## src/rtl/ctrl_pipe_hazard_if.sv

```systemverilog
// Control-pipe bundle between the ID decoder/datapath and ctrl_pipe_hazard.
// Slave side is the hazard/control block; master side drives ID fields.
interface ctrl_pipe_hazard_if #(
    parameter int REG_W   = 5,
    parameter int ALUOP_W = 2
);
    logic               id_regdst;
    logic               id_branch;
    logic               id_memread;
    logic               id_memtoreg;
    logic [ALUOP_W-1:0] id_aluop;
    logic               id_memwrite;
    logic               id_alusrc;
    logic               id_regwrite;
    logic [REG_W-1:0]   id_rs;
    logic [REG_W-1:0]   id_rt;
    logic               mem_zero;

    logic               ex_regdst;
    logic               ex_alusrc;
    logic [ALUOP_W-1:0] ex_aluop;
    logic               mem_branch;
    logic               mem_memread;
    logic               mem_memwrite;
    logic               wb_memtoreg;
    logic               wb_regwrite;
    logic               pc_write;
    logic               ifid_write;
    logic               if_flush;

    modport slave (
        input  id_regdst, id_branch, id_memread, id_memtoreg,
        input  id_aluop, id_memwrite, id_alusrc, id_regwrite,
        input  id_rs, id_rt, mem_zero,
        output ex_regdst, ex_alusrc, ex_aluop,
        output mem_branch, mem_memread, mem_memwrite,
        output wb_memtoreg, wb_regwrite,
        output pc_write, ifid_write, if_flush
    );

    modport master (
        output id_regdst, id_branch, id_memread, id_memtoreg,
        output id_aluop, id_memwrite, id_alusrc, id_regwrite,
        output id_rs, id_rt, mem_zero,
        input  ex_regdst, ex_alusrc, ex_aluop,
        input  mem_branch, mem_memread, mem_memwrite,
        input  wb_memtoreg, wb_regwrite,
        input  pc_write, ifid_write, if_flush
    );
endinterface

```

## src/rtl/ctrl_pipe_hazard.sv

```systemverilog
// Control pipeline (ID/EX, EX/MEM, MEM/WB) with load-use stall and MEM-resolved
// branch flush. Optional macro HAZARD_PERF_EN adds stall_cnt/flush_cnt counters.
module ctrl_pipe_hazard #(
    parameter int REG_W   = 5,
    parameter int ALUOP_W = 2
) (
    input  logic                 clk,
    input  logic                 rst,
`ifdef HAZARD_PERF_EN
    output logic [15:0]          stall_cnt,
    output logic [15:0]          flush_cnt,
`endif
    ctrl_pipe_hazard_if.slave    bus
);

    typedef struct packed {
        logic               regdst;
        logic               alusrc;
        logic [ALUOP_W-1:0] aluop;
        logic               branch;
        logic               memread;
        logic               memwrite;
        logic               memtoreg;
        logic               regwrite;
    } idex_t;

    typedef struct packed {
        logic branch;
        logic memread;
        logic memwrite;
        logic memtoreg;
        logic regwrite;
    } exmem_t;

    typedef struct packed {
        logic memtoreg;
        logic regwrite;
    } memwb_t;

    idex_t            idex_q, idex_d;
    exmem_t           exmem_q, exmem_d;
    memwb_t           memwb_q, memwb_d;
    logic [REG_W-1:0] ex_rt_q, ex_rt_d;

    logic taken;
    logic rt_hit;
    logic stall;

    // Hazard detection: branch taken in MEM masks any load-use stall.
    always_comb begin
        taken  = exmem_q.branch & bus.mem_zero;
        rt_hit = (ex_rt_q == bus.id_rs) | (ex_rt_q == bus.id_rt);
        stall  = idex_q.memread & (ex_rt_q != '0) & rt_hit & ~taken;
    end

    // Next-state for the three control registers: flush > stall > advance.
    always_comb begin
        memwb_d.memtoreg = exmem_q.memtoreg;
        memwb_d.regwrite = exmem_q.regwrite;

        exmem_d.branch   = idex_q.branch;
        exmem_d.memread  = idex_q.memread;
        exmem_d.memwrite = idex_q.memwrite;
        exmem_d.memtoreg = idex_q.memtoreg;
        exmem_d.regwrite = idex_q.regwrite;

        idex_d.regdst    = bus.id_regdst & bus.id_regwrite;
        idex_d.alusrc    = bus.id_alusrc;
        idex_d.aluop     = bus.id_aluop;
        idex_d.branch    = bus.id_branch;
        idex_d.memread   = bus.id_memread;
        idex_d.memwrite  = bus.id_memwrite;
        idex_d.memtoreg  = bus.id_memtoreg & bus.id_regwrite;
        idex_d.regwrite  = bus.id_regwrite;
        ex_rt_d          = bus.id_rt;

        if (taken) begin
            idex_d  = '0;
            ex_rt_d = '0;
            exmem_d = '0;
        end else if (stall) begin
            idex_d  = '0;
            ex_rt_d = '0;
        end
    end

    // Pipeline control registers, cleared immediately by rst.
    always_ff @(posedge clk or posedge rst) begin
        if (rst) begin
            idex_q  <= '0;
            ex_rt_q <= '0;
            exmem_q <= '0;
            memwb_q <= '0;
        end else begin
            idex_q  <= idex_d;
            ex_rt_q <= ex_rt_d;
            exmem_q <= exmem_d;
            memwb_q <= memwb_d;
        end
    end

    assign bus.ex_regdst    = idex_q.regdst;
    assign bus.ex_alusrc    = idex_q.alusrc;
    assign bus.ex_aluop     = idex_q.aluop;
    assign bus.mem_branch   = exmem_q.branch;
    assign bus.mem_memread  = exmem_q.memread;
    assign bus.mem_memwrite = exmem_q.memwrite;
    assign bus.wb_memtoreg  = memwb_q.memtoreg;
    assign bus.wb_regwrite  = memwb_q.regwrite;
    assign bus.pc_write     = ~stall;
    assign bus.ifid_write   = ~stall;
    assign bus.if_flush     = taken;

`ifdef HAZARD_PERF_EN
    logic [15:0] stall_cnt_q, stall_cnt_d;
    logic [15:0] flush_cnt_q, flush_cnt_d;

    // Saturating event counters.
    always_comb begin
        stall_cnt_d = stall_cnt_q;
        flush_cnt_d = flush_cnt_q;
        if (stall && (stall_cnt_q != 16'hFFFF)) begin
            stall_cnt_d = stall_cnt_q + 16'd1;
        end
        if (taken && (flush_cnt_q != 16'hFFFF)) begin
            flush_cnt_d = flush_cnt_q + 16'd1;
        end
    end

    // Counter registers.
    always_ff @(posedge clk or posedge rst) begin
        if (rst) begin
            stall_cnt_q <= '0;
            flush_cnt_q <= '0;
        end else begin
            stall_cnt_q <= stall_cnt_d;
            flush_cnt_q <= flush_cnt_d;
        end
    end

    assign stall_cnt = stall_cnt_q;
    assign flush_cnt = flush_cnt_q;
`endif

endmodule

```

## src/flat_wrapper.sv

```systemverilog
// flat-port wrapper written by rule: the top's interface ports become plain ports
module ctrl_pipe_hazard_flat 
#(
    parameter int REG_W   = 5,
    parameter int ALUOP_W = 2
)
  (clk, rst, bus_id_regdst, bus_id_branch, bus_id_memread, bus_id_memtoreg, bus_id_aluop, bus_id_memwrite, bus_id_alusrc, bus_id_regwrite, bus_id_rs, bus_id_rt, bus_mem_zero, bus_ex_regdst, bus_ex_alusrc, bus_ex_aluop, bus_mem_branch, bus_mem_memread, bus_mem_memwrite, bus_wb_memtoreg, bus_wb_regwrite, bus_pc_write, bus_ifid_write, bus_if_flush);
  ctrl_pipe_hazard_if #(.REG_W(REG_W), .ALUOP_W(ALUOP_W)) bus_i ();
  input  logic clk;
  input  logic rst;
  input wire logic [$bits(bus_i.id_regdst)-1:0] bus_id_regdst;
  input wire logic [$bits(bus_i.id_branch)-1:0] bus_id_branch;
  input wire logic [$bits(bus_i.id_memread)-1:0] bus_id_memread;
  input wire logic [$bits(bus_i.id_memtoreg)-1:0] bus_id_memtoreg;
  input wire logic [$bits(bus_i.id_aluop)-1:0] bus_id_aluop;
  input wire logic [$bits(bus_i.id_memwrite)-1:0] bus_id_memwrite;
  input wire logic [$bits(bus_i.id_alusrc)-1:0] bus_id_alusrc;
  input wire logic [$bits(bus_i.id_regwrite)-1:0] bus_id_regwrite;
  input wire logic [$bits(bus_i.id_rs)-1:0] bus_id_rs;
  input wire logic [$bits(bus_i.id_rt)-1:0] bus_id_rt;
  input wire logic [$bits(bus_i.mem_zero)-1:0] bus_mem_zero;
  output wire logic [$bits(bus_i.ex_regdst)-1:0] bus_ex_regdst;
  output wire logic [$bits(bus_i.ex_alusrc)-1:0] bus_ex_alusrc;
  output wire logic [$bits(bus_i.ex_aluop)-1:0] bus_ex_aluop;
  output wire logic [$bits(bus_i.mem_branch)-1:0] bus_mem_branch;
  output wire logic [$bits(bus_i.mem_memread)-1:0] bus_mem_memread;
  output wire logic [$bits(bus_i.mem_memwrite)-1:0] bus_mem_memwrite;
  output wire logic [$bits(bus_i.wb_memtoreg)-1:0] bus_wb_memtoreg;
  output wire logic [$bits(bus_i.wb_regwrite)-1:0] bus_wb_regwrite;
  output wire logic [$bits(bus_i.pc_write)-1:0] bus_pc_write;
  output wire logic [$bits(bus_i.ifid_write)-1:0] bus_ifid_write;
  output wire logic [$bits(bus_i.if_flush)-1:0] bus_if_flush;
  assign bus_i.id_regdst = bus_id_regdst;
  assign bus_i.id_branch = bus_id_branch;
  assign bus_i.id_memread = bus_id_memread;
  assign bus_i.id_memtoreg = bus_id_memtoreg;
  assign bus_i.id_aluop = bus_id_aluop;
  assign bus_i.id_memwrite = bus_id_memwrite;
  assign bus_i.id_alusrc = bus_id_alusrc;
  assign bus_i.id_regwrite = bus_id_regwrite;
  assign bus_i.id_rs = bus_id_rs;
  assign bus_i.id_rt = bus_id_rt;
  assign bus_i.mem_zero = bus_mem_zero;
  assign bus_ex_regdst = bus_i.ex_regdst;
  assign bus_ex_alusrc = bus_i.ex_alusrc;
  assign bus_ex_aluop = bus_i.ex_aluop;
  assign bus_mem_branch = bus_i.mem_branch;
  assign bus_mem_memread = bus_i.mem_memread;
  assign bus_mem_memwrite = bus_i.mem_memwrite;
  assign bus_wb_memtoreg = bus_i.wb_memtoreg;
  assign bus_wb_regwrite = bus_i.wb_regwrite;
  assign bus_pc_write = bus_i.pc_write;
  assign bus_ifid_write = bus_i.ifid_write;
  assign bus_if_flush = bus_i.if_flush;
  ctrl_pipe_hazard #(.REG_W(REG_W), .ALUOP_W(ALUOP_W)) u_core (.clk(clk), .rst(rst), .bus(bus_i));
endmodule
```

## config.mk

```make
export PLATFORM = sky130hd
export DESIGN_NAME = ctrl_pipe_hazard_flat
export DESIGN_NICKNAME = d
export VERILOG_FILES = /design/src/rtl/ctrl_pipe_hazard_if.sv /design/src/rtl/ctrl_pipe_hazard.sv /design/src/flat_wrapper.sv
export SDC_FILE = /design/constraint.sdc
export NUM_CORES = 1
export LEC_CHECK = 0
export CAP_MARGIN = 20
export CORE_ASPECT_RATIO = 0.7
export CORE_MARGIN = 8
export CORE_UTILIZATION = 37
export CTS_CLUSTER_SIZE = 8
export DETAILED_ROUTE_END_ITERATION = 8
export HOLD_SLACK_MARGIN = 0.1
export MAX_ROUTING_LAYER = met4
export PLACE_DENSITY = 0.69
export SLEW_MARGIN = 40
export SYNTH_ARGS = -nofsm -noshare
export SYNTH_HDL_FRONTEND = slang
export SYNTH_SLANG_ARGS = --single-unit
```

## constraint.sdc

```tcl
create_clock -name clk -period 2.98 [get_ports clk]
set_clock_uncertainty 0.15 [all_clocks]
set_input_delay 0.596 -clock clk [delete_from_list [all_inputs] [get_ports clk]]
set_output_delay 0.596 -clock clk [all_outputs]
set_load 0.05 [all_outputs]
```

==> flow_summary.yaml <==
worst_setup_path:
  worstPathMaxFanout: 2
  worst_setup_path_end_kind: "output port"
  worstPathCellList: "clkdlybuf4s50_1 -> xnor2_1 -> nand3_1 -> o22ai_1 -> nand2_1 -> buf_4"
  crit_family: "buffers and inverters"
  criticalPathCategory: "primary input to output port"
  required_ps: 2230
  critPathArrivalTime_ps: 1890
  max_stage_delay_ps: 500
  cp-start-kind: "primary input"
  crit_buf_inv: 2
  slowest_stage: "clkdlybuf4s50_1"
final_layout:
  stdcell_area_sq_um: 1280
  drive_above_1_share: 0.174
  fillers: 219
  layout.nets: 138
  num_antenna_cells: 0
  multi_input_area_sq_um: 325
  regArea_sq_um: 526
  area_growth_pct: 42.0
global_route:
  grt_pass1_wl_mm: 3.22
  grt-ovfl-total: 0
  grt_max_degree: 22
  track_usage: 0.102
  grt_pass1_vias: 720
  antenna_found_initial: 0
routing:
  highest_layer: "met3"
  final_antenna_net_count: 0
  drc: 0
  dr.pass1.iters: 4
  wl_met3_microns: 147
  drt_iter0_drc: 24
  m1WireLength_microns: 905
  met2_wirelength_microns: 919
  via_count: 672
  routedWlPerCell_microns: 13.2
  drt-vias-per-instance: 4.51
  wirelength_mm: 1.97
place:
  gp_congestion: 0.856
  portBuffers: 33
  post_dp_cell_area_sq_um: 1260
  post-dp-hpwl_mm: 1.46
synth:
  synth-seq-area-share: 0.581
  synth.cell_area_sq_um: 905
  syn_area_per_cell_sq_um: 11.0
  yosys_register_bits: 21
  ys_warn_count: 0
  syn-instance-count: 82
  synthesis.nets: 104
  synth_cell_type_count: 15
sta:
  fin_hold_ws_ps: 207
  setup_tns_ps: 0
  min_period_ps: 2640
  rsz0062_at_grt: "false"
  tightest_slew_ps: 506
  maxSlewViolCount: 0
  setup_violations: 0
  timing.fmax_mhz: 379
  hold_violations: 0
  timing.final.crit_share: 0.886
  max_slew_margin: 0.662
floorplanning:
  ios: 34
  die_w_microns: 75.1
  rows: 15
  initial_core_util: 0.380
  dieArea_sq_um: 4310
  fp.dieH_microns: 57.4
  core_sq_um: 2380
power:
  ir_drop_mv: 0.279
  finalPower_mw: 0.632
  power.leakage_nw: 0.554
  p_per_area_nw_per_um2: 492
job:
  drv_cap: 0
run_status:
  run_status: "completed"
clock_tree:
  htree_levels: 1
  cts_resized: 0
  hold_buffers: 0
  cts_tree: "yes"
  clk_pin_slew_ps: 100
  cts-root-buf: "clkbuf_4"
  clockBufferDepth: 2
  clock_latency_ps: 300
  cts_setup_buffers: 0
  cts_sinks: 21
  cts_made_buffers: 3
worst_hold_path:
  hold_path.class: "flop to flop"
[sequential cells by signal (all words and copies together), names as in the netlist, 2 cells and up]
signal	count
u_core.ex_rt_q	5
u_core.bus.ex_aluop	2
u_core.idex_q	5
u_core.exmem_q	2
[through the flow]
stage	worst slack, ps	util	std cells
after floorplan	147	-	82
after global placement	396	0.528	145
after detailed placement	350	0.528	145
after CTS	338	0.539	149
after global routing	255	0.539	149
final	339	0.539	149
[logic make-up after synthesis]
kind of cell | synth area share
simple gates | 0.131
flops | 0.581
compound gates | 0.131
xor+xnor | 0.0968
buf+inv | 0.0595
[worst paths after layout]
path                       slack (ps)               from                      to  depth (start not counted)
min in group asynchronous         450                rst       u_core.ex_rt_q[2]                          2
hold / removal                    210  u_core.exmem_q[0]  u_core.bus.wb_regwrite                          0
hold reg to reg                   210  u_core.exmem_q[0]  u_core.bus.wb_regwrite                          0
setup reg to reg                 1210  u_core.ex_rt_q[1]    u_core.bus.ex_regdst                          4
max in group asynchronous        1930                rst       u_core.ex_rt_q[0]                          2
setup / recovery                  340       bus_id_rt[4]            bus_pc_write                          6
[cells in the final DEF (no fill, tap or decap), drive strengths merged, types with 2 or more instances in the layout]
cell | netlist | layout
a21oi | 14 | 14
and2 | 5 | 5
buf | 5 | 6
clkbuf | 2 | 4
clkdlybuf4s50 | 0 | 30
dfrtp | 21 | 21
inv | 2 | 2
nand2 | 16 | 16
nand3 | 4 | 4
xnor2 | 10 | 10
[report_power, final]
| part | internal [mW] | switching (mW) | total (mW) |
|---|---|---|---|
| clock | 0.0522 | 0.0786 | 0.131 |
| sequential | 0.309 | 0.0118 | 0.320 |
| combinational | 0.0786 | 0.102 | 0.181 |
[synth_stat cells (all sizes together)]
library cell,n,share of area
o21a,1,0.0097
clkbuf,2,0.0083
a21oi,14,0.11
nand3,4,0.022
dfrtp,21,0.58
nand2,16,0.066
buf,5,0.043
and2,5,0.035
o22ai,1,0.0069
inv,2,0.0083
or4,1,0.0083
xnor2,10,0.097
[area by class of cell]
cell class | count | area share
Timing Repair Buffer | 36 | 0.278
Sequential cell | 21 | 0.409
Inverter | 2 | 0.00584
Multi-Input combinational cell | 52 | 0.253
Clock buffer | 4 | 0.0204
Tap cell | 34 | 0.0331
[routing by layer]
metal / up-vias / track usage
met3: 0 / 0.0455
met4: 0 / 0.0389
met1: 320 / 0.118
met2: 24 / 0.152
met5: - / -
li1: 328 / -
No activity file was read; power rests on OpenSTA's default activity.
